$ cat config.mk
export PLATFORM = sky130hd
export DESIGN_NAME = register_serializer
export DESIGN_NICKNAME = d
export VERILOG_FILES = /design/src/rtl/register_serializer.sv
export SDC_FILE = /design/constraint.sdc
export NUM_CORES = 1
export LEC_CHECK = 0
export ABC_AREA = 1
export BUFFER_PORTS_ARGS = -buffer_cell sky130_fd_sc_hd__buf_2
export CAP_MARGIN = 25
export CORE_AREA = 5 5 42 44
export CTS_BUF_LIST = sky130_fd_sc_hd__clkbuf_2
export CTS_CLUSTER_DIAMETER = 40
export DETAILED_ROUTE_END_ITERATION = 8
export DIE_AREA = 0 0 47 49
export PLACE_DENSITY = 0.63
export SLEW_MARGIN = 15
export SYNTH_ARGS = -nofsm -noshare
export SYNTH_HDL_FRONTEND = slang
export SYNTH_SLANG_ARGS = --single-unit
$ cat constraint.sdc
create_clock -name clk -period 2.7 [get_ports clk]
set_input_delay 0.27 -clock clk [delete_from_list [all_inputs] [get_ports clk]]
set_output_delay 0.27 -clock clk [all_outputs]
set_load 0.005 [all_outputs]
$ cat src/rtl/register_serializer.sv
// -----------------------------------------------------------------------------
// register_serializer
//   Parallel-in / serial-out converter. A WIDTH-bit word is accepted over a
//   valid/ready handshake and shifted out one bit per enabled clock, with
//   registered first/last markers so the mating deserializer can frame it.
//   A new word may be accepted on the last-bit cycle of the current one,
//   giving back-to-back frames with no idle gap.
//
// Parameters
//   WIDTH      word width in bits (>= 2)
//   LSB_FIRST  1: bit 0 leaves first; 0: bit WIDTH-1 leaves first
//
// Ports
//   clk        rising-edge clock
//   clear_n    synchronous active-low reset
//   enable     cycle enable; when low all state holds and no handshake completes
//   loadValid  dataIn holds a word to send
//   loadReady  block can accept a word this cycle (combinational)
//   dataIn     parallel word, captured on loadValid & loadReady
//   serOut     serial data bit (registered)
//   serValid   serOut carries a valid bit (registered)
//   serFirst   current bit is the first of its word (registered)
//   serLast    current bit is the last of its word (registered)
//   busy       a word is in flight
// -----------------------------------------------------------------------------
module register_serializer #(
    parameter int WIDTH     = 4,
    parameter bit LSB_FIRST = 1'b1
) (
    input  logic             clk,
    input  logic             clear_n,
    input  logic             enable,
    input  logic             loadValid,
    output logic             loadReady,
    input  logic [WIDTH-1:0] dataIn,
    output logic             serOut,
    output logic             serValid,
    output logic             serFirst,
    output logic             serLast,
    output logic             busy
);

    localparam int CNT_W = (WIDTH > 1) ? $clog2(WIDTH) : 1;
    localparam logic [CNT_W-1:0] LAST_IDX = CNT_W'(WIDTH - 1);

    typedef enum logic {
        IDLE,
        SHIFT
    } state_t;

    state_t           state, stateNext;
    logic [WIDTH-1:0] shiftReg, shiftRegNext;
    logic [CNT_W-1:0] count, countNext;
    logic             serOutNext, serValidNext, serFirstNext, serLastNext;
    logic             atLast;
    logic             accept;

    // Bit of word w that goes on the wire when the bit counter reads k.
    function automatic logic bitAt(input logic [WIDTH-1:0] w,
                                   input logic [CNT_W-1:0] k);
        logic [WIDTH-1:0] rev;
        rev = {<<{w}};
        return LSB_FIRST ? w[k] : rev[k];
    endfunction

    assign atLast    = (state == SHIFT) && (count == LAST_IDX);
    assign loadReady = enable && clear_n && ((state == IDLE) || atLast);
    assign accept    = loadValid && loadReady;
    assign busy      = (state == SHIFT);

    always_comb begin
        stateNext    = state;
        shiftRegNext = shiftReg;
        countNext    = count;
        serOutNext   = serOut;
        serValidNext = serValid;
        serFirstNext = serFirst;
        serLastNext  = serLast;

        if (accept) begin
            // Fresh word: its first bit is presented right after this edge,
            // whether we came from IDLE or from the last bit of a prior word.
            stateNext    = SHIFT;
            shiftRegNext = dataIn;
            countNext    = '0;
            serOutNext   = bitAt(dataIn, '0);
            serValidNext = 1'b1;
            serFirstNext = 1'b1;
            serLastNext  = 1'b0;
        end else if (state == SHIFT && enable) begin
            if (atLast) begin
                stateNext    = IDLE;
                countNext    = '0;
                serOutNext   = 1'b0;
                serValidNext = 1'b0;
                serFirstNext = 1'b0;
                serLastNext  = 1'b0;
            end else begin
                countNext    = count + CNT_W'(1);
                serOutNext   = bitAt(shiftReg, count + CNT_W'(1));
                serFirstNext = 1'b0;
                serLastNext  = ((count + CNT_W'(1)) == LAST_IDX);
            end
        end
    end

    always_ff @(posedge clk) begin
        if (!clear_n) begin
            state    <= IDLE;
            shiftReg <= '0;
            count    <= '0;
            serOut   <= 1'b0;
            serValid <= 1'b0;
            serFirst <= 1'b0;
            serLast  <= 1'b0;
        end else begin
            state    <= stateNext;
            shiftReg <= shiftRegNext;
            count    <= countNext;
            serOut   <= serOutNext;
            serValid <= serValidNext;
            serFirst <= serFirstNext;
            serLast  <= serLastNext;
        end
    end

endmodule
# == Word level (Yosys, flattened, before mapping) ==
# Cells that the tools add are included.
# word_totals
in_bits,8
ff_bits,10
elab_cells,34
output_inout_bits,6
# classes
reduce_logical,10
mux,12
n_addsub,1
n_eq_ne,2
bitwise_logic,2
magnitude_cmp,1
# op_table
operator,count
1-bit 2-to-1 mux,10
1-bit logical AND,5
2-bit equality test (second input constant),2
2-bit nonzero test,2
2-bit by 3-bit less-than comparator with 1-bit output (second input constant),1
2-bit by 1-bit adder with 2-bit output (second input constant),1
1-bit binary-select mux with 2-bit select,1
2-bit 2-to-1 mux,1
1-bit inverter,2
2-bit AND reduction,1
2-bit OR reduction,1
1-bit logical OR,1

# == Depth between registers and ports, before layout ==
# Gate-level depths: netlist of run 1.
# depth
ltp_word,7
depth_mapped,9
ltp_nobuf,9

# == Worst setup path before layout of run 1 ==
# No wires, ideal clock.
# synth_path
path_kind,register to register
start,register count[0]
end,register serOut
arrival_ns,1.150
n_path_buf,0
slack_ns,1.486
period_less_slack_ns,1.214
required_ns,2.636
setup_time_ns,0.064
stages_incl_launch_ff,10
path_cell_list,dfxtp_1 -> inv_1 -> ha_1 -> inv_1 -> nand2_1 -> nor2_1 -> nand2_1 -> nand2_1 -> nor2_1 -> nor2_1
# synth_via
elab_chain_cells,6
elab_cells_between_ends,12
cone_classes,add/sub: 1; eq/ne: 1; mux: 5; reduce/logical: 5
# synth_rtl
element,line_no,rtl
"start, declared",53,"logic [CNT_W-1:0] count, countNext;"
"start signal, assigned",119,count <= countNext;
2-bit by 1-bit adder with 2-bit output or 2-bit equality test (tied branches),"100, 66",
1-bit binary-select mux with 2-bit select or 1-bit logical AND (tied branches),"63, 66",
1-bit 2-to-1 mux (not written as such) or 1-bit logical OR (tied branches),"63, 67",
1-bit 2-to-1 mux or 1-bit logical AND (tied branches),"91, 67",
1-bit 2-to-1 mux or 1-bit logical AND (tied branches),"90, 68",
1-bit 2-to-1 mux or 2-bit nonzero test (tied branches),n/a,
"end signal, assigned",120,serOut <= serOutNext;
"end, declared",36,"output logic serOut,"
# Several ways; a longest one is shown, not always the timed one. The select of a mux whose other input is x is not followed.
# A chain may end at the register's enable or synchronous reset.

# == Worst setup path after layout of run 1 ==
# layout_path
start,register count[0]
end,output loadReady
# layout_via
elab_chain_cells,4
# layout_rtl
element,line_no,rtl
2-bit equality test,66,assign atLast = (state == SHIFT) && (count == LAST_IDX);
1-bit logical AND,66,
1-bit logical OR,67,assign loadReady = enable && clear_n && ((state == IDLE) || atLast);
1-bit logical AND,67,
"end, declared",34,"output logic loadReady,"
# Every way passes these cells.

==> results.cfg, run 1 <==
[yosys]
ys_ff_latch = 10
synth-main-ff-cell = dfxtp_1
syn-num-nets = 77
synth_area_leaders = dfxtp_1 42%, nand2_1 14%, a21oi_1 8.4%
syn_inst = 67
synth_cell_types = 14
synth_top_area_share = 0.418
netlist_area_um2 = 479
synth_common_cells = 18 x nand2_1, 10 x dfxtp_1, 8 x a21oi_1, 8 x inv_1, 8 x nor2_1
synth_top_area_cell = dfxtp_1
synth-seq-area-share = 0.418
yosysMostFrequentCell = nand2_1
avgSynthCellArea_um2 = 7.15
async_flop_share = 0
yosys_warnings = 0
synth_edf_count = 0

[route]
wire_per_inst_um = 9.89
dr_total_vias = 454
initialDrtViolationCount = 3
routed_via_density = 4.59
ant_nets = 0
drc_errors = 0
drt_wl_total_um = 979
drt_pre_antenna_iters = 2

[sta]
fmaxAchievable_mhz = 655
fin_skew_ns = 0.0109
setup_violations = 0
slew_headroom = 0.852
grt_setup_unrepaired = no
layout_min_cycle_time_ns = 1.53
post-route-period-util = 0.565
finalSetupTns_ns = 0
slew_violations = 0
finalHoldViolCount = 0
tightest_slew_ns = 0.222

[setup_path]
r2r-start = count[0]
crit_start = count[0]
cp.arrival_ns = 1.26
crit_required_ns = 2.43
cp-end-kind = output pin
crit_slowest_cell = dfxtp_1
worstSetupPathType = reg2out
slowest_delay_ns = 0.42
path_max_fanout = 5
worstSetupStartpointType = flop
cp_cell_sequence = ha_1, inv_1, a21oi_2, buf_2

[cts]
post_cts_buffers = 0
cts-resized-gates = 0
clock_sinks = 10
cts_tree = done
clk_pin_slew_ns = 0.11
cts_hold_buffers = 0
h-tree-depth = 1
cts_root_buffer = clkbuf_2
clock_path_buffers = 2
cts_buffers = 3
insertion_delay_ns = 0.26

[finish]
drive_above_1_share = 0.241
diodes = 0
area_growth_pct = 20.1
nets = 94
fill_cells = 166

[grt]
grt_pass1_wl_um = 1690
grt_use_total = 0.102
first_global_vias = 401
grt_max_degree = 10
grt_overflow = 0
grt_antenna_before_repair = 0

[place]
place_congestion = 0.791
io_buffer_count = 13
hpwl_um = 767

[pwr]
finalPower_mw = 0.271
ir_worst_vdd_mv = 0.234
cellPowerDensity_mw_per_mm2 = 472
leakagePower_nw = 0.291

[min_path]
min_from = dataIn[2]
hold_path_class = in2reg

[floorplanning]
start_util = 0.342
die_area_mm2 = 0.00230
rows = 14
num_io_pins = 14
fp.coreArea_mm2 = 0.00140
die_w_um = 47
die_h_um = 49

[status]
status = finished, final reports clean

[run]
drv_cap = 0
## routing by layer
layer / wire (um) / up-vias / global-route usage
li1: - / 246 / -
met3: 48 / 4 / 0.0221
met4: 33 / 0 / 0.0829
met1: 429 / 195 / 0.126
met2: 468 / 9 / 0.145
met5: 0 / - / 0
## flip-flops by register name (all words and copies together), names as in the netlist
signal,flops
busy,1
shiftReg,4
serOut,1
serLast,1
serFirst,1
count,2
## layout make-up
class                           instances  area, um2  area share
Sequential cell                        10        200       0.348
Clock inverter                          1       3.75     0.00652
Multi-Input combinational cell         47        236       0.411
Tap cell                               16       20.0      0.0348
Inverter                                9       35.0      0.0609
Clock buffer                            3       15.0      0.0261
Timing Repair Buffer                   13       65.1       0.113
## final timing paths
| check | end | slack [ns] | cells past startpoint |
|---|---|---|---|
| worst min-delay path | shiftReg[2] | 0.26 | 3 |
| worst max-delay path | loadReady | 1.17 | 4 |
| worst min register to register | shiftReg[3] | 0.45 | 2 |
| worst max register to register | serOut | 1.33 | 9 |
## power breakdown
group / internal, mW / total, mW / switching [mW]
combinational: 0.0129 / 0.0311 / 0.0181
clock: 0.0322 / 0.0838 / 0.0516
sequential: 0.153 / 0.157 / 0.00387
## cells by family (layout without fill, tap and decap cells)
kind of cell | Yosys count | count (layout) | synth area share
flip-flops | 10 | 10 | 0.418
AO/OA/AOI/OAI | 12 | 12 | 0.133
adder cells (fa/ha/maj) | 2 | 2 | 0.0522
AND/OR/NAND/NOR | 33 | 33 | 0.308
buffers and inverters | 10 | 26 | 0.0888
## layout by cell type, fill, tap and decap left out
cell type  instances
a21oi_1            8
a21oi_2            1
buf_2             13
clkbuf_2           3
clkinv_1           1
clkinv_2           1
dfxtp_1           10
ha_1               2
inv_1              8
nand2_1           18
nand2_2            1
nand3_1            4
nand3_4            1
nand4_1            1
nor2_1             8
o21ai_0            3
## critical path: cells and delay by family (launching register included)
family / cells / cell delay, ns
AOI/OAI and AO/OA: 1 / 0.17
adders and majority gates: 1 / 0.19
buffers and inverters: 2 / 0.23
DFF: 1 / 0.42
## stage by stage
step	cells	area [um2]	hold WS (ns)	worst slack [ns]	utilization
3_5_place_dp	95	557	0.439	1.33	0.397
3_3_place_gp	95	557	0.433	1.38	0.397
2_1_floorplan	67	479	0.404	1.49	-
4_1_cts	99	576	0.256	1.15	0.411
6_report	99	576	0.265	1.17	0.411
5_1_grt	99	576	0.261	1.04	0.411
(Power assumes the default switching activity.)
==> run 2: changes to the inputs <==
--- a/config.mk
+++ b/config.mk
@@ -5,7 +5,7 @@
 export SDC_FILE = /design/constraint.sdc
 export NUM_CORES = 1
 export LEC_CHECK = 0
-export ABC_AREA = 1
+export ABC_AREA = 0
 export BUFFER_PORTS_ARGS = -buffer_cell sky130_fd_sc_hd__buf_2
 export CAP_MARGIN = 25
 export CORE_AREA = 5 5 42 44
@@ -13,7 +13,7 @@
 export CTS_CLUSTER_DIAMETER = 40
 export DETAILED_ROUTE_END_ITERATION = 8
 export DIE_AREA = 0 0 47 49
-export PLACE_DENSITY = 0.63
+export PLACE_DENSITY = 0.66
 export SLEW_MARGIN = 15
 export SYNTH_ARGS = -nofsm -noshare
 export SYNTH_HDL_FRONTEND = slang
==> constraint.sdc (replaced) <==
create_clock -name clk -period 1.4 [get_ports clk]
set_input_delay 0.14 -clock clk [delete_from_list [all_inputs] [get_ports clk]]
set_output_delay 0.14 -clock clk [all_outputs]
set_load 0.005 [all_outputs]
==> run 2 against run 1 <==
  * Clock power grew 110%
  * Sequential share of layout area down 4.6 points
  * Count of clock-buffer cells in the layout unchanged
  * Largest cell class unchanged
  * Non-clock buffer count is 10 higher
  * Wire length up 39%
==> results.cfg, run 2 <==
[floorplanning]
rows = 14
die_h_um = 49
die_area_mm2 = 0.00230
start_util = 0.345
fp.coreArea_mm2 = 0.00140
die_w_um = 47
num_io_pins = 14

[cts]
h-tree-depth = 1
clock_sinks = 10
cts_buffers = 3
cts_tree = done
cts_root_buffer = clkbuf_2
insertion_delay_ns = 0.27
clock_path_buffers = 2
clk_pin_slew_ns = 0.11

[grt]
grt_overflow = 0
first_global_vias = 445
grt_antenna_before_repair = 0
grt_pass1_wl_um = 1990
grt_max_degree = 11
grt_use_total = 0.121

[yosys]
synth_area_leaders = dfxtp_1 41%, nand4_1 6.5%, a21oi_1 6.2%
netlist_area_um2 = 483
syn-num-nets = 65
ys_ff_latch = 10
synth_edf_count = 0
avgSynthCellArea_um2 = 8.78
async_flop_share = 0
synth-main-ff-cell = dfxtp_1
synth_top_area_share = 0.415
synth-seq-area-share = 0.415
synth_cell_types = 21
yosys_warnings = 0
synth_top_area_cell = dfxtp_1
syn_inst = 55
synth_common_cells = 10 x dfxtp_1, 6 x a21oi_1, 5 x nand2_1, 5 x nand4_1, 4 x nor2_1
yosysMostFrequentCell = dfxtp_1

[route]
drt_pre_antenna_iters = 4
routed_via_density = 5.33
met2WireLength_um = 669
ant_nets = 0
dr_total_vias = 501
initialDrtViolationCount = 23
highest_layer = met4
wire_per_inst_um = 14.5
drt-met1-wl_um = 522
drt_wl_total_um = 1360
drc_errors = 0
wl_met3_um = 142

[finish]
diodes = 0
top_register = shiftReg
largest_reg_flops = 4
nets = 89
reg_top3 = shiftReg x4, count x2
design_area_um2 = 688
final_cells = 94
area_growth_pct = 42.5
layout_common_cells = 12 x buf_2, 10 x buf_4, 8 x dfxtp_1, 6 x a21oi_1
drive_above_1_share = 0.449
finish.utilization = 0.491
final_common_cell = buf_2

[setup_path]
path_max_fanout = 4
cp-end-kind = output pin
worstSetupPathType = reg2out
crit_required_ns = 1.26
cp.arrival_ns = 1.24
slowest_delay_ns = 0.37
worstSetupStartpointType = flop
cp_cell_sequence = ha_4, nand2b_4, and3_4, buf_6
crit_slowest_cell = dfxtp_4

[pwr]
comb_power_share = 0.168
p_clk_frac = 0.302
power.net_switching_mw = 0.169
finalPower_mw = 0.571
sw_frac_of_total = 0.297
p_seq_frac = 0.529
ir_worst_vdd_mv = 0.399
intPower_mw = 0.402
cellPowerDensity_mw_per_mm2 = 830
leakagePower_nw = 0.299

[sta]
setup_violations = 0
layout_min_cycle_time_ns = 1.38
finalSetupTns_ns = 0
slew_violations = 0
tightest_slew_ns = 0.294
finalHoldViolCount = 0
post-route-period-util = 0.984
slew_headroom = 0.804
fmaxAchievable_mhz = 726
fin_skew_ns = 0.0130
grt_setup_unrepaired = yes

[place]
hpwl_um = 826
post-place-cells = 82
place_area_um2 = 558
io_buffer_count = 13
place_congestion = 0.772

[min_path]
hold_path_class = in2reg

[run]
drv_cap = 0

[status]
status = finished, final reports clean
## run 2: cell types whose count changed after synthesis, moves of 2 or more
cell     before  now
inv_1         8    3
nand2_1      18    5
nor2_1        8    4
o21ai_0       3    0
nand4_1       1    5
a21oi_1       8    6
o31ai_1       0    3
buf_2         0    2
## run 2: worst max-delay path, delay by kind of cell, from the launching register on
kind	cells	cell delay [ns]
simple gates	2	0.33
fa+ha+maj	1	0.17
flops	1	0.37
buf+inv	1	0.11
## run 2: through the flow
step	hold WS, ns	setup WS (ns)
final	0.102	0.0230
after global placement	0.403	0.0986
after detailed placement	0.403	0.0385
after global routing	0.132	-0.0237
after floorplan	0.290	0.117
after CTS	0.113	0.00638
## run 2: timing repair
action                     4_1_cts  5_1_grt
resized for setup                4        7
hold buffers                     0        0
setup buffers                    2        6
pin swaps                        0        1
setup endpoints to repair        1        2
cloned                           0        0
## run 2: cell families (layout without fill, tap and decap cells)
| family | Yosys count | count (layout) | synth area share |
|---|---|---|---|
| AOI/OAI and AO/OA | 13 | 13 | 0.174 |
| adders and majority gates | 2 | 2 | 0.0518 |
| buffers and inverters | 7 | 30 | 0.0751 |
| DFF | 10 | 10 | 0.415 |
| muxes | 2 | 2 | 0.0674 |
| and+or+nand+nor | 21 | 21 | 0.218 |
## run 2: metal layers
metal / vias to the layer above / GRT usage
met1: 224 / 0.161
li1: 244 / -
met5: - / 0
met3: 5 / 0.0517
met2: 28 / 0.158
met4: 0 / 0.0691
## run 2: layout make-up
type                            count  area [um2]
Multi-Input combinational cell     38         284
Tap cell                           16        20.0
Timing Repair Buffer               23         146
Fill cell                         143         713
Inverter                            3        11.3
Clock buffer                        3        15.0
Sequential cell                    10         208
Clock inverter                      1        3.75
## run 2: final timing paths
kind | from | end | slack (ns) | cells past startpoint
setup reg to reg | count[0] | serOut | 0.07 | 6
hold reg to reg | serLast | serLast | 0.46 | 2
hold / removal | dataIn[3] | shiftReg[3] | 0.10 | 3
setup / recovery | count[1] | loadReady | 0.02 | 4
## run 2: power by group through the flow
stage                     clock network (mW)  logic (mW)  registers, mW
final                                  0.173      0.0961          0.302
after global placement                     0      0.0739          0.310
after global routing                   0.190       0.105          0.304
after detailed placement                   0      0.0737          0.310
after floorplan                            0      0.0470          0.308
after CTS                              0.167      0.0794          0.304
